$ cat config.mk
export PLATFORM = sky130hd
export DESIGN_NAME = dmem_arbiter
export DESIGN_NICKNAME = d
export VERILOG_FILES = /design/src/rtl/dmem_arbiter.sv
export SDC_FILE = /design/constraint.sdc
export NUM_CORES = 1
export LEC_CHECK = 0
export ABC_AREA = 1
export CAP_MARGIN = 5
export CORE_MARGIN = 5
export CORE_UTILIZATION = 42
export DETAILED_ROUTE_END_ITERATION = 6
export PLACE_DENSITY = 0.84
export SLEW_MARGIN = 25
export SYNTH_ARGS = -nofsm -noshare
export SYNTH_HDL_FRONTEND = slang
export SYNTH_SLANG_ARGS = --single-unit
$ cat constraint.sdc
create_clock -name clk_i -period 2.51 [get_ports clk_i]
set_input_delay 0.753 -clock clk_i [delete_from_list [all_inputs] [get_ports clk_i]]
set_output_delay 0.753 -clock clk_i [all_outputs]
set_load 0.02 [all_outputs]
$ cat src/rtl/dmem_arbiter.sv
// Two-master arbiter/sequencer for the single-port data memory: IDLE -> SERVE -> ACK.
// Define DMEM_ARB_RR_EN for round-robin tie-break; otherwise m0 has fixed priority.
module dmem_arbiter #(
  parameter int DEPTH = 32
) (
  input  logic        clk_i,
  input  logic        rst_i,
  input  logic        m0_req_i,
  input  logic        m0_we_i,
  input  logic [31:0] m0_addr_i,
  input  logic [31:0] m0_wdata_i,
  input  logic        m1_req_i,
  input  logic        m1_we_i,
  input  logic [31:0] m1_addr_i,
  input  logic [31:0] m1_wdata_i,
  output logic        m0_ack_o,
  output logic [31:0] m0_rdata_o,
  output logic        m1_ack_o,
  output logic [31:0] m1_rdata_o,
  output logic        err_o,
  output logic        mem_we_o,
  output logic        mem_re_o,
  output logic [31:0] mem_addr_o,
  output logic [31:0] mem_wdata_o,
  input  logic [31:0] mem_rdata_i,
  output logic [1:0]  grant_o
);
  typedef enum logic [1:0] {IDLE, SERVE, ACK} state_t;

  localparam logic [31:0] DEPTH_W = 32'(DEPTH);

  state_t      state, state_nxt;
  logic [1:0]  win, grant_q;
  logic        hold_we, err_q, in_range;
  logic [31:0] hold_addr, hold_wdata, rdata_q;

  assign in_range = hold_addr < DEPTH_W;
  assign grant_o  = grant_q;

`ifdef DMEM_ARB_RR_EN
  logic last_m1;

  // On a tie, the master not granted most recently wins
  always_comb begin
    win = 2'b00;
    if (m0_req_i && m1_req_i) win = last_m1 ? 2'b01 : 2'b10;
    else if (m0_req_i)        win = 2'b01;
    else if (m1_req_i)        win = 2'b10;
  end

  always_ff @(posedge clk_i) begin
    if (!rst_i)                        last_m1 <= 1'b1;
    else if (state == IDLE && |win)    last_m1 <= win[1];
  end
`else
  assign win = m0_req_i ? 2'b01 : {m1_req_i, 1'b0};
`endif

  always_ff @(posedge clk_i) begin
    if (!rst_i) state <= IDLE;
    else        state <= state_nxt;
  end

  always_comb begin
    state_nxt   = state;
    mem_we_o    = 1'b0;
    mem_re_o    = 1'b0;
    mem_addr_o  = '0;
    mem_wdata_o = '0;
    m0_ack_o    = 1'b0;
    m1_ack_o    = 1'b0;
    err_o       = 1'b0;
    m0_rdata_o  = '0;
    m1_rdata_o  = '0;
    unique case (state)
      IDLE: if (m0_req_i || m1_req_i) state_nxt = SERVE;
      SERVE: begin
        state_nxt   = ACK;
        // rst_i gate keeps a write from landing on the reset edge
        mem_we_o    = hold_we & in_range & rst_i;
        mem_re_o    = ~hold_we & in_range;
        mem_addr_o  = hold_addr;
        mem_wdata_o = hold_wdata;
      end
      ACK: begin
        state_nxt  = IDLE;
        m0_ack_o   = grant_q[0];
        m1_ack_o   = grant_q[1];
        err_o      = err_q;
        m0_rdata_o = grant_q[0] ? rdata_q : '0;
        m1_rdata_o = grant_q[1] ? rdata_q : '0;
      end
      default: state_nxt = IDLE;
    endcase
  end

  always_ff @(posedge clk_i) begin
    if (!rst_i) begin
      grant_q    <= 2'b00;
      hold_we    <= 1'b0;
      hold_addr  <= '0;
      hold_wdata <= '0;
      rdata_q    <= '0;
      err_q      <= 1'b0;
    end else begin
      unique case (state)
        IDLE: if (|win) begin
          grant_q    <= win;
          hold_we    <= win[0] ? m0_we_i    : m1_we_i;
          hold_addr  <= win[0] ? m0_addr_i  : m1_addr_i;
          hold_wdata <= win[0] ? m0_wdata_i : m1_wdata_i;
        end
        SERVE: begin
          rdata_q <= (!hold_we && in_range) ? mem_rdata_i : '0;
          err_q   <= ~in_range;
        end
        ACK:     grant_q <= 2'b00;
        default: grant_q <= 2'b00;
      endcase
    end
  end
endmodule

Yosys cells after proc, flatten, opt, wreduce, memory -nomap -nowiden

Index checks and enable logic that the tools add are counted.

Word-level logic and storage cells: 45
Bits in registers: 102

Bitwise operators: 6
Muxes and demuxes: 20
$lt $le $gt $ge: 1
Eq/ne operators: 4
Reductions and logical operators: 7

Operators with widths:

| kind                | number |
|---|---|
| $mux 32             | 9 |
| $lt 32x6->1 const B | 1 |
| $pmux 2 s2          | 2 |
| $mux 1              | 6 |
| $mux 2              | 3 |
| $ne 2x2->1 const B  | 2 |
| $reduce_and 2->1    | 2 |
| $and 1x1->1         | 3 |
| $not 1->1           | 3 |
| $eq 2x1->1 const B  | 1 |
| $eq 2x2->1 const B  | 1 |
| $logic_not 2->1     | 1 |
| $reduce_or 2->1     | 1 |
| $logic_and 1x1->1   | 1 |
| $logic_not 1->1     | 1 |
| $logic_or 1x1->1    | 1 |

Longest topological paths before layout

Gate-level depths: netlist of run 1.

Depth after elaboration: 4
Gate-level depth with buffers: 8
Gate-level depth less buffers: 7

Worst setup path after synthesis of run 1

No wires, ideal clock.

Path kind: reg2out
Start: register state[0]
End: output mem_re_o
Cell stages (with the launch flop): 6
Slack: 294 ps
Data required time: 1,757 ps
Arrival time: 1,463 ps
Path buffers: 1
Cells stage by stage: dfxtp_1 inv_2 nor2_4 inv_2 buf_2 nor4_1

Word-level cells in the longest chain between the ends: 2

Ends and longest elaborated chain:

| element                  | line | source |
|---|---|---|
| start: declaration       | 32   | `state_t state, state_nxt;` |
| start signal: assignment | 61   | `else state <= state_nxt;` |
| $eq 2x1->1               | 75   | `unique case (state)` |
| $mux 1                   | 75   |  |
| end: declaration         | 22   | `output logic mem_re_o,` |

Every way passes these cells.

Worst setup path after layout of run 1

Start: register state[0]
End: output mem_wdata_o[21]

Word-level cells in the longest chain between the ends: 2

Ends and longest elaborated chain:

| element          | line | source |
|---|---|---|
| $eq 2x1->1       | 75   |  |
| $mux 32          | 75   |  |
| end: declaration | 24   | `output logic [31:0] mem_wdata_o,` |

Every way passes these cells.

==> flow_summary.json, run 1 <==
{
  "outcome": "completed",
  "synth_area_leaders": "dfxtp_1 (38%), nand2_1 (12%), nor2_1 (10%)",
  "synth_seq_cells": 102,
  "ys_types": 26,
  "grtUsageTotal_pct": 22.8,
  "fin_crit_ps": 2430,
  "wl_met1_um": 7260,
  "synth-compound-area-share_pct": 18.9,
  "dr.pass1.iters": 7,
  "drt-initial-drc-count": 403,
  "ios": 301,
  "synth_top_family_by_area": "simple AND/OR/NAND/NOR gates",
  "synth_area_per_cell_um2": 6.77,
  "post_cts_buffers": 0,
  "grt_pass1_vias": 5594,
  "synthArstFlopShare_pct": 0,
  "synth-edff-count": 0,
  "yosysTopAreaCell": "dfxtp_1",
  "path_class": "reg2out",
  "synthTopCellsByCount": "nand2_1 (174), nor2_1 (146), dfxtp_1 (102)",
  "pwr-share-comb_pct": 22.3,
  "yosys.area_share.simple_pct": 29.6,
  "area_growth_pct": 57.5,
  "setup_viol": 0,
  "fin_area_um2": 8510,
  "layout.cells.non_filler": 1247,
  "endpoint_kind": "output pin",
  "synth_most_common_cell": "nand2_1",
  "dpl.cell_count": 1230,
  "vdd_drop_max_v": 0.000294,
  "r2r_cells": 8,
  "cts_resized": 134,
  "path_max_fanout": 44,
  "htreeDepth": 3,
  "swShare_pct": 27.3,
  "wl_um": 18500,
  "rows": 41,
  "hold_class": "reg2reg",
  "cp_data_required_time_ps": 1760,
  "tritoncts": "yes",
  "drv_slew": 0,
  "numCtsBuffers": 9,
  "clk_pin_slew_ps": 60,
  "synth_fa_ha_area_share_pct": 0,
  "p_leak_nw": 3.48,
  "clk_path_buf_depth": 2,
  "clock_power_share_pct": 34.9,
  "hold_buffers": 0,
  "drt-wirelength-per-cell_um": 14.8,
  "worst_pin_slew_ps": 629,
  "die_area_um2": 15200,
  "p_per_area_nw_per_um2": 502,
  "final_nets": 1235,
  "yosysWarnings": 0,
  "yosysTopAreaCellShare_pct": 37.8,
  "vias_per_cell": 4.84,
  "cts_root_buf": "clkbuf_16",
  "wl_met2_um": 9000,
  "port_buffers": 300,
  "synth_xor_area_share_pct": 0,
  "highest_layer": "met4",
  "ys_seq_area_share_pct": 37.8,
  "seqPwrFrac_pct": 42.8,
  "finClkSkew_ps": 8.83,
  "drive_gt1_share_pct": 14.9,
  "syn-cell-area_um2": 5400,
  "min_path_cells": 2,
  "grt_max_degree": 70,
  "postRouteAntennaNets": 0,
  "grt_pass1_wl_um": 27500,
  "worstSkewPairLatency_ps": 340,
  "drc_errors": 0,
  "critPathLaunchType": "flop",
  "cts_sinks": 102,
  "place_congestion": 0.865,
  "core_area_um2": 12600,
  "start_util_pct": 42.8,
  "finalCritPeriodShare_pct": 96.8,
  "die_x_um": 123,
  "syn-num-nets": 964,
  "postPlaceCellArea_um2": 8500,
  "dp_hpwl_um": 13600,
  "grt.overflow.total": 0,
  "p_switching_mw": 1.17,
  "rsz0062_at_grt": "no",
  "antenna_found_initial": 1,
  "vias": 6036,
  "hold_viol_final": 0,
  "p_int_mw": 3.10,
  "synth_ff_type": "dfxtp_1",
  "slew-limit-headroom_pct": 58.1,
  "met3_length_um": 1800,
  "synthMuxAreaShare_pct": 0,
  "nFillCells": 1137,
  "die_h_um": 123,
  "max_cap_viol_count": 0,
  "synthCells": 798,
  "arrival_ps": 1680,
  "max_freq_mhz": 412
}
[metrics by stage]
| stage | setup WS, ps | utilization [%] | total power [mW] | hold WS [ps] | setup TNS, ps |
|---|---|---|---|---|---|
| 2_1_floorplan | 294 | - | 2.35 | 444 | 0 |
| 3_3_place_gp | -48.2 | 67.4 | 2.83 | 453 | -48.2 |
| 3_5_place_dp | -43.7 | 67.4 | 2.85 | 457 | -43.7 |
| 6_report | 80.3 | 67.4 | 4.27 | 469 | 0 |
| 4_1_cts | 6.92 | 68.7 | 4.31 | 466 | 0 |
| 5_1_grt | 0.813 | 67.4 | 4.46 | 483 | 0 |
[final cells by class]
cell class | count | area [µm²] | share of cell area, %
diodes | 1 | 2.50 | 0.0294
repair buffers | 320 | 2900 | 34.1
well taps | 172 | 215 | 2.53
inverters | 105 | 400 | 4.71
clock buffers | 12 | 246 | 2.90
flip-flops and latches | 102 | 2040 | 24.0
clock inverters | 4 | 70.1 | 0.824
multi-input cells | 531 | 2630 | 30.9
[cells in the final DEF, fill, tap and decap left out]
cell type | Yosys | final
nor2_2 | 2 | 2
clkdlybuf4s15_1 | 0 | 37
buf_4 | 4 | 13
dlygate4sd2_1 | 0 | 39
nand3_2 | 28 | 28
buf_2 | 21 | 2
clkdlybuf4s50_1 | 0 | 165
a31oi_1 | 65 | 65
and3_1 | 2 | 2
a21oi_1 | 7 | 7
nor3_2 | 0 | 1
bufinv_16 | 0 | 2
nor2_1 | 146 | 146
clkinv_2 | 0 | 3
nor4_1 | 1 | 1
clkbuf_1 | 24 | 2
clkbuf_16 | 0 | 9
o21ai_0 | 47 | 47
nor2_4 | 2 | 2
inv_2 | 3 | 2
inv_1 | 100 | 99
diode_2 | 0 | 1
dlymetal6s2s_1 | 0 | 1
nand3_1 | 5 | 5
buf_12 | 3 | 7
clkbuf_8 | 0 | 1
a21oi_2 | 28 | 28
clkinv_4 | 0 | 1
clkinv_1 | 2 | 2
nand2_2 | 2 | 2
clkbuf_2 | 0 | 56
nand2_1 | 174 | 174
o21ai_1 | 20 | 20
dfxtp_1 | 102 | 102
nor2_8 | 1 | 1
[cell families (layout without fill, tap and decap cells)]
| logic type | Yosys count | count (layout) |
|---|---|---|
| simple gates | 364 | 364 |
| flops | 102 | 102 |
| compound gates | 167 | 167 |
| other cells | 0 | 1 |
| buf+inv | 165 | 441 |
[metal layers]
layer	track usage, %	vias to the layer above
met4	7.75	0
met2	39.7	254
met5	0	-
li1	-	3066
met1	26.4	2684
met3	7.09	32
[critical path, stage by stage, from the launching register on]
cell and delay, ps:
dfxtp_1 340, inv_2 50, nor2_4 120, clkinv_4 140
buf_12 210, nor2_1 110, clkdlybuf4s15_1 350
[power by group through the flow]
stage	Sequential, mW	Clock, mW	Combinational [mW]
after floorplan	1.84	0	0.516
after global placement	1.86	0	0.977
after detailed placement	1.86	0	0.988
after CTS	1.83	1.52	0.958
after global routing	1.84	1.57	1.05
final	1.83	1.49	0.954
[final timing paths]
kind / from / end / slack [ps]
min: rdata_q[2]$_SDFFE_PN0N_ / rdata_q[2]$_SDFFE_PN0N_ / 470
max reg2reg: hold_addr[25]$_SDFFE_PN0P_ / rdata_q[0]$_SDFFE_PN0N_ / 820
min reg2reg: rdata_q[2]$_SDFFE_PN0N_ / rdata_q[2]$_SDFFE_PN0N_ / 470
max: state[0]$_SDFFE_PN0P_ / mem_wdata_o[21] / 80
[sequential cells by signal, indices dropped and copies added, names as in the netlist]
name	cells
err_q	1
grant_o	2
hold_addr	32
hold_wdata	32
hold_we	1
rdata_q	32
state	2
No activity file was read; power rests on OpenSTA's default activity.
==> run 2: changes to the inputs <==
--- a/config.mk
+++ b/config.mk
@@ -8,9 +8,9 @@
 export ABC_AREA = 1
 export CAP_MARGIN = 5
 export CORE_MARGIN = 5
-export CORE_UTILIZATION = 42
+export CORE_UTILIZATION = 39
 export DETAILED_ROUTE_END_ITERATION = 6
-export PLACE_DENSITY = 0.84
+export PLACE_DENSITY = 0.79
 export SLEW_MARGIN = 25
 export SYNTH_ARGS = -nofsm -noshare
 export SYNTH_HDL_FRONTEND = slang
==> constraint.sdc (replaced) <==
create_clock -name clk_i -period 2.7 [get_ports clk_i]
set_input_delay 0.81 -clock clk_i [delete_from_list [all_inputs] [get_ports clk_i]]
set_output_delay 0.81 -clock clk_i [all_outputs]
set_load 0.02 [all_outputs]
==> flow_summary.json, run 2 (synthesis results as in run 1) <==
{
  "path_max_fanout": 36,
  "setup_viol": 0,
  "path_class": "reg2out",
  "die_x_um": 128,
  "dr.pass1.iters": 5,
  "drc_errors": 0,
  "place_congestion": 0.830,
  "area_growth_pct": 60.7,
  "core_area_um2": 13700,
  "die_area_um2": 16300,
  "critPathTopFamily": "buffers and inverters",
  "use_met1_pct": 26.0,
  "critPathSlowestCell": "dfxtp_1",
  "worst_pin_slew_ps": 628,
  "cp_data_required_time_ps": 1890,
  "vias": 6024,
  "postRouteAntennaNets": 0,
  "drive_gt1_share_pct": 10.0,
  "rows": 43,
  "final_core_util_pct": 63.3,
  "htreeDepth": 3,
  "fin_hold_ws_ps": 472,
  "cp_cell_sequence": "inv_2, nor2_4, clkinv_2, buf_12, nor2_1, clkdlybuf4s15_1",
  "crit_buf_inv": 4,
  "post_cts_buffers": 0,
  "ios": 301,
  "rsz0062_at_grt": "no",
  "r2r_start": "state[0]$_SDFFE_PN0P_",
  "start_util_pct": 39.4,
  "antenna_found_initial": 0,
  "r2r_cells": 8,
  "cts_sinks": 102,
  "final_nets": 1237,
  "diodes": 0,
  "final_common_cell": "nand2_1",
  "clk_path_buf_depth": 2,
  "finClkSkew_ps": 3.66,
  "fin_ws_ps": 128,
  "hold_class": "reg2reg",
  "dp_hpwl_um": 13600,
  "mostFrequentLayoutCells": "nand2_1 (174), clkdlybuf4s50_1 (166), nor2_1 (146), dlygate4sd2_1 (121), dfxtp_1 (101)",
  "busiest_layer": "met2",
  "drt-initial-drc-count": 327,
  "grt.overflow.total": 0,
  "vdd_drop_max_v": 0.000257,
  "worstSkewPairLatency_ps": 340,
  "p_leak_nw": 3.81,
  "numCtsBuffers": 9,
  "wl_um": 18400,
  "drv_slew": 0,
  "regToRegSetupSlack_ps": 800,
  "dp_worst_setup_slack_ps": 21.8,
  "outcome": "completed",
  "slowest_delay_ps": 380,
  "hold_viol_final": 0,
  "grt_max_degree": 67,
  "largestRegisters": "hold_addr (32), hold_wdata (32), rdata_q (32)",
  "arrival_ps": 1760,
  "finalPower_mw": 4.02,
  "endpoint_kind": "output pin",
  "crit_path_start": "state[0]$_SDFFE_PN0P_",
  "max_cap_viol_count": 0,
  "hold_start": "rdata_q[0]$_SDFFE_PN0N_",
  "nFillCells": 1338,
  "vias_per_cell": 4.80,
  "grt_pass1_vias": 5768,
  "path_depth": 6,
  "die_h_um": 128,
  "slew-limit-headroom_pct": 58.2,
  "fin_crit_ps": 2570,
  "setup_tns_ps": 0,
  "critPathLaunchType": "flop",
  "cts_root_buf": "clkbuf_16",
  "grt_use_met2_pct": 37.0,
  "max_freq_mhz": 389,
  "finalCritPeriodShare_pct": 95.2,
  "grt_pass1_wl_um": 28700,
  "drt-wirelength-per-cell_um": 14.7,
  "hold_buffers": 0,
  "port_buffers": 300,
  "gr-usage-met3_pct": 7.12,
  "min_path_cells": 2,
  "clk_pin_slew_ps": 70,
  "tritoncts": "yes",
  "p_per_area_nw_per_um2": 463,
  "grtUsageTotal_pct": 21.8
}
==> run 2: cell count changes in the layout (fill, tap and decap cells not counted), moves of 2 or more <==
cell             delta
clkbuf_8            +2
dlymetal6s2s_1      +2
buf_4               +5
clkdlybuf4s15_1    -30
buf_12              -3
clkbuf_2           -55
dlygate4sd2_1      +82
==> run 2: final cells by class <==
class / count / area [µm²] / area share, %
Inverter: 105 / 397 / 4.57
Sequential cell: 102 / 2040 / 23.5
Tap cell: 180 / 225 / 2.59
Clock buffer: 13 / 270 / 3.11
Multi-Input combinational cell: 531 / 2620 / 30.2
Timing Repair Buffer: 322 / 3060 / 35.2
Clock inverter: 3 / 65.1 / 0.750
==> run 2: power by group <==
part	internal (mW)	switching (mW)	leakage, nW	total (mW)
clock network	0.888	0.557	0.166	1.45
registers	1.62	0.0720	0.839	1.69
logic	0.421	0.459	2.80	0.881
total	2.93	1.09	3.81	4.02
==> run 2: layer usage <==
layer  part of all wire [%]  vias to the layer above
li1                       -                     3070
met1                     40                     2684
met2                     48                      244
met3                    9.9                       26
met4                    1.9                        0
met5                      0                        -
==> run 2: what timing repair did <==
item / CTS / global route
cloned: 0 / 0
gates resized for setup: 130 / 13
endpoints found under the setup margin: 132 / 11
endpoints found under the hold margin: 0 / 0
==> run 2: path summary, 6_finish.rpt <==
check	to
max reg2reg	rdata_q[23]$_SDFFE_PN0N_
min reg2reg	rdata_q[0]$_SDFFE_PN0N_
min	rdata_q[0]$_SDFFE_PN0N_
max	mem_wdata_o[3]
==> run 2: through the flow <==
step / std cells / area, µm²
6_report: 1256 / 8680
5_1_grt: 1256 / 8680
4_1_cts: 1256 / 8670
3_5_place_dp: 1240 / 8490
3_3_place_gp: 1240 / 8490
2_1_floorplan: 798 / 5400
==> run 2: worst min-delay path: cells and delay by family, from the launching register on <==
family           cells  cell delay, ps
flip-flops           1             310
AND/OR/NAND/NOR      1              60
AO/OA/AOI/OAI        1              60
==> run 3: changes to the inputs <==
--- a/config.mk
+++ b/config.mk
@@ -7,10 +7,12 @@
 export LEC_CHECK = 0
 export ABC_AREA = 1
 export CAP_MARGIN = 5
+export CELL_PAD_IN_SITES_DETAIL_PLACEMENT = 0
+export CELL_PAD_IN_SITES_GLOBAL_PLACEMENT = 2
 export CORE_MARGIN = 5
-export CORE_UTILIZATION = 39
+export CORE_UTILIZATION = 19
 export DETAILED_ROUTE_END_ITERATION = 6
-export PLACE_DENSITY = 0.79
+export PLACE_DENSITY = 0.78
 export SLEW_MARGIN = 25
 export SYNTH_ARGS = -nofsm -noshare
 export SYNTH_HDL_FRONTEND = slang
==> flow_summary.json, run 3 (synthesis results as in run 1) <==
{
  "core_area_um2": 27900,
  "vdd_drop_max_v": 0.000224,
  "arrival_ps": 1760,
  "die_h_um": 179,
  "p_leak_nw": 3.71,
  "endpoint_kind": "output pin",
  "wl_um": 21900,
  "busiest_layer": "met2",
  "numCtsBuffers": 9,
  "drc_errors": 0,
  "finalPower_mw": 4.04,
  "cts_sinks": 102,
  "path_class": "reg2out",
  "finClkSkew_ps": 15.6,
  "grt_pass1_vias": 5841,
  "clk_pin_slew_ps": 70,
  "postRouteAntennaNets": 0,
  "ios": 301,
  "die_area_um2": 31900,
  "area_growth_pct": 64.3,
  "port_buffers": 300,
  "setup_tns_ps": 0,
  "post_cts_buffers": 0,
  "final_nets": 1237,
  "hold_class": "reg2reg",
  "finalCritPeriodShare_pct": 95.3,
  "die_x_um": 179,
  "fin_crit_ps": 2570,
  "critPathLaunchType": "flop",
  "tritoncts": "yes",
  "max_freq_mhz": 389,
  "largestRegisters": "hold_addr (32), hold_wdata (32), rdata_q (32)",
  "place_congestion": 0.731,
  "grt_use_met2_pct": 21.1,
  "slew-limit-headroom_pct": 53.1,
  "outcome": "completed",
  "drt-initial-drc-count": 250,
  "max_cap_viol_count": 0,
  "vias_per_cell": 4.06,
  "cts_root_buf": "clkbuf_16",
  "rows": 61,
  "final_common_cell": "nand2_1",
  "grt.overflow.total": 0,
  "p_per_area_nw_per_um2": 456,
  "mostFrequentLayoutCells": "nand2_1 (174), clkdlybuf4s50_1 (166), nor2_1 (146), dlygate4sd2_1 (105), dfxtp_1 (102)",
  "drv_slew": 0,
  "path_max_fanout": 30,
  "cp_data_required_time_ps": 1890,
  "gr-usage-met3_pct": 5.32,
  "drt-wirelength-per-cell_um": 15.1,
  "grt_max_degree": 69,
  "start_util_pct": 19.3,
  "fin_hold_ws_ps": 464,
  "dp_hpwl_um": 16000,
  "use_met1_pct": 17.4,
  "htreeDepth": 3,
  "worst_pin_slew_ps": 703,
  "setup_viol": 0,
  "drive_gt1_share_pct": 11.7,
  "grtUsageTotal_pct": 13.4,
  "antenna_found_initial": 1,
  "worstSkewPairLatency_ps": 350,
  "grt_pass1_wl_um": 33700,
  "rsz0062_at_grt": "no",
  "hold_viol_final": 0,
  "dr.pass1.iters": 5,
  "nFillCells": 3158,
  "clk_path_buf_depth": 2,
  "vias": 5908
}
## run 3: through the flow
stage	std cells	area (µm²)	setup slack (ps)	utilization [%]
after CTS	1453	8940	5.70	32.0
after global routing	1454	8870	0.828	31.8
final	1454	8870	126	31.8
after detailed placement	1438	8790	144	31.5
after floorplan	798	5400	427	-
after global placement	1438	8790	129	31.5
## run 3: report_power, final
group	switching (mW)	internal, mW	leakage, nW	total, mW
clock	0.634	0.814	0.145	1.45
sequential	0.0714	1.62	0.839	1.69
combinational	0.478	0.425	2.73	0.903
total	1.18	2.86	3.71	4.04
## run 3: layout make-up
cell class                 instances  area [µm²]  share of cell area, %
tap                              378         473                   5.33
antenna                            1        2.50                 0.0282
clock inverter                     5        83.8                  0.945
sequential                       102        2040                   23.0
timing repair buffer             322        3030                   34.1
multi-input combinational        531        2620                   29.5
clock buffer                      10         229                   2.58
inverter                         105         397                   4.47
## run 3: critical path: stages, from the launching register on
cell,delay [ps]
dfxtp_1,390
inv_1,60
nor2_1,130
nand2_1,170
buf_12,210
nor2_1,80
dlygate4sd2_1,370
## run 3: final timing paths
path,startpoint,endpoint,slack [ps],cells after the start
worst max-delay path,state[1]$_SDFFE_PN0P_,m1_rdata_o[7],130,6
worst min-delay path,rdata_q[31]$_SDFFE_PN0N_,rdata_q[31]$_SDFFE_PN0N_,460,2
worst max register to register,hold_addr[26]$_SDFFE_PN0P_,rdata_q[14]$_SDFFE_PN0N_,880,9
worst min register to register,rdata_q[31]$_SDFFE_PN0N_,rdata_q[31]$_SDFFE_PN0N_,460,2
## run 3: what timing repair did
action,4_1_cts,5_1_grt
cloned,0,0
endpoints found under the hold margin,0,0
setup endpoints to repair,130,26
resized for setup,130,47
hold buffers,0,0
pin swaps,0,0
## run 3: layer usage
metal  vias up  share of wire [%]  wire (µm)
li1       3065                  -          -
met1      2636                 45       9830
met3         9                9.4       2070
met4         0               0.78        172
met5         -                  0          0
met2       198                 45       9870
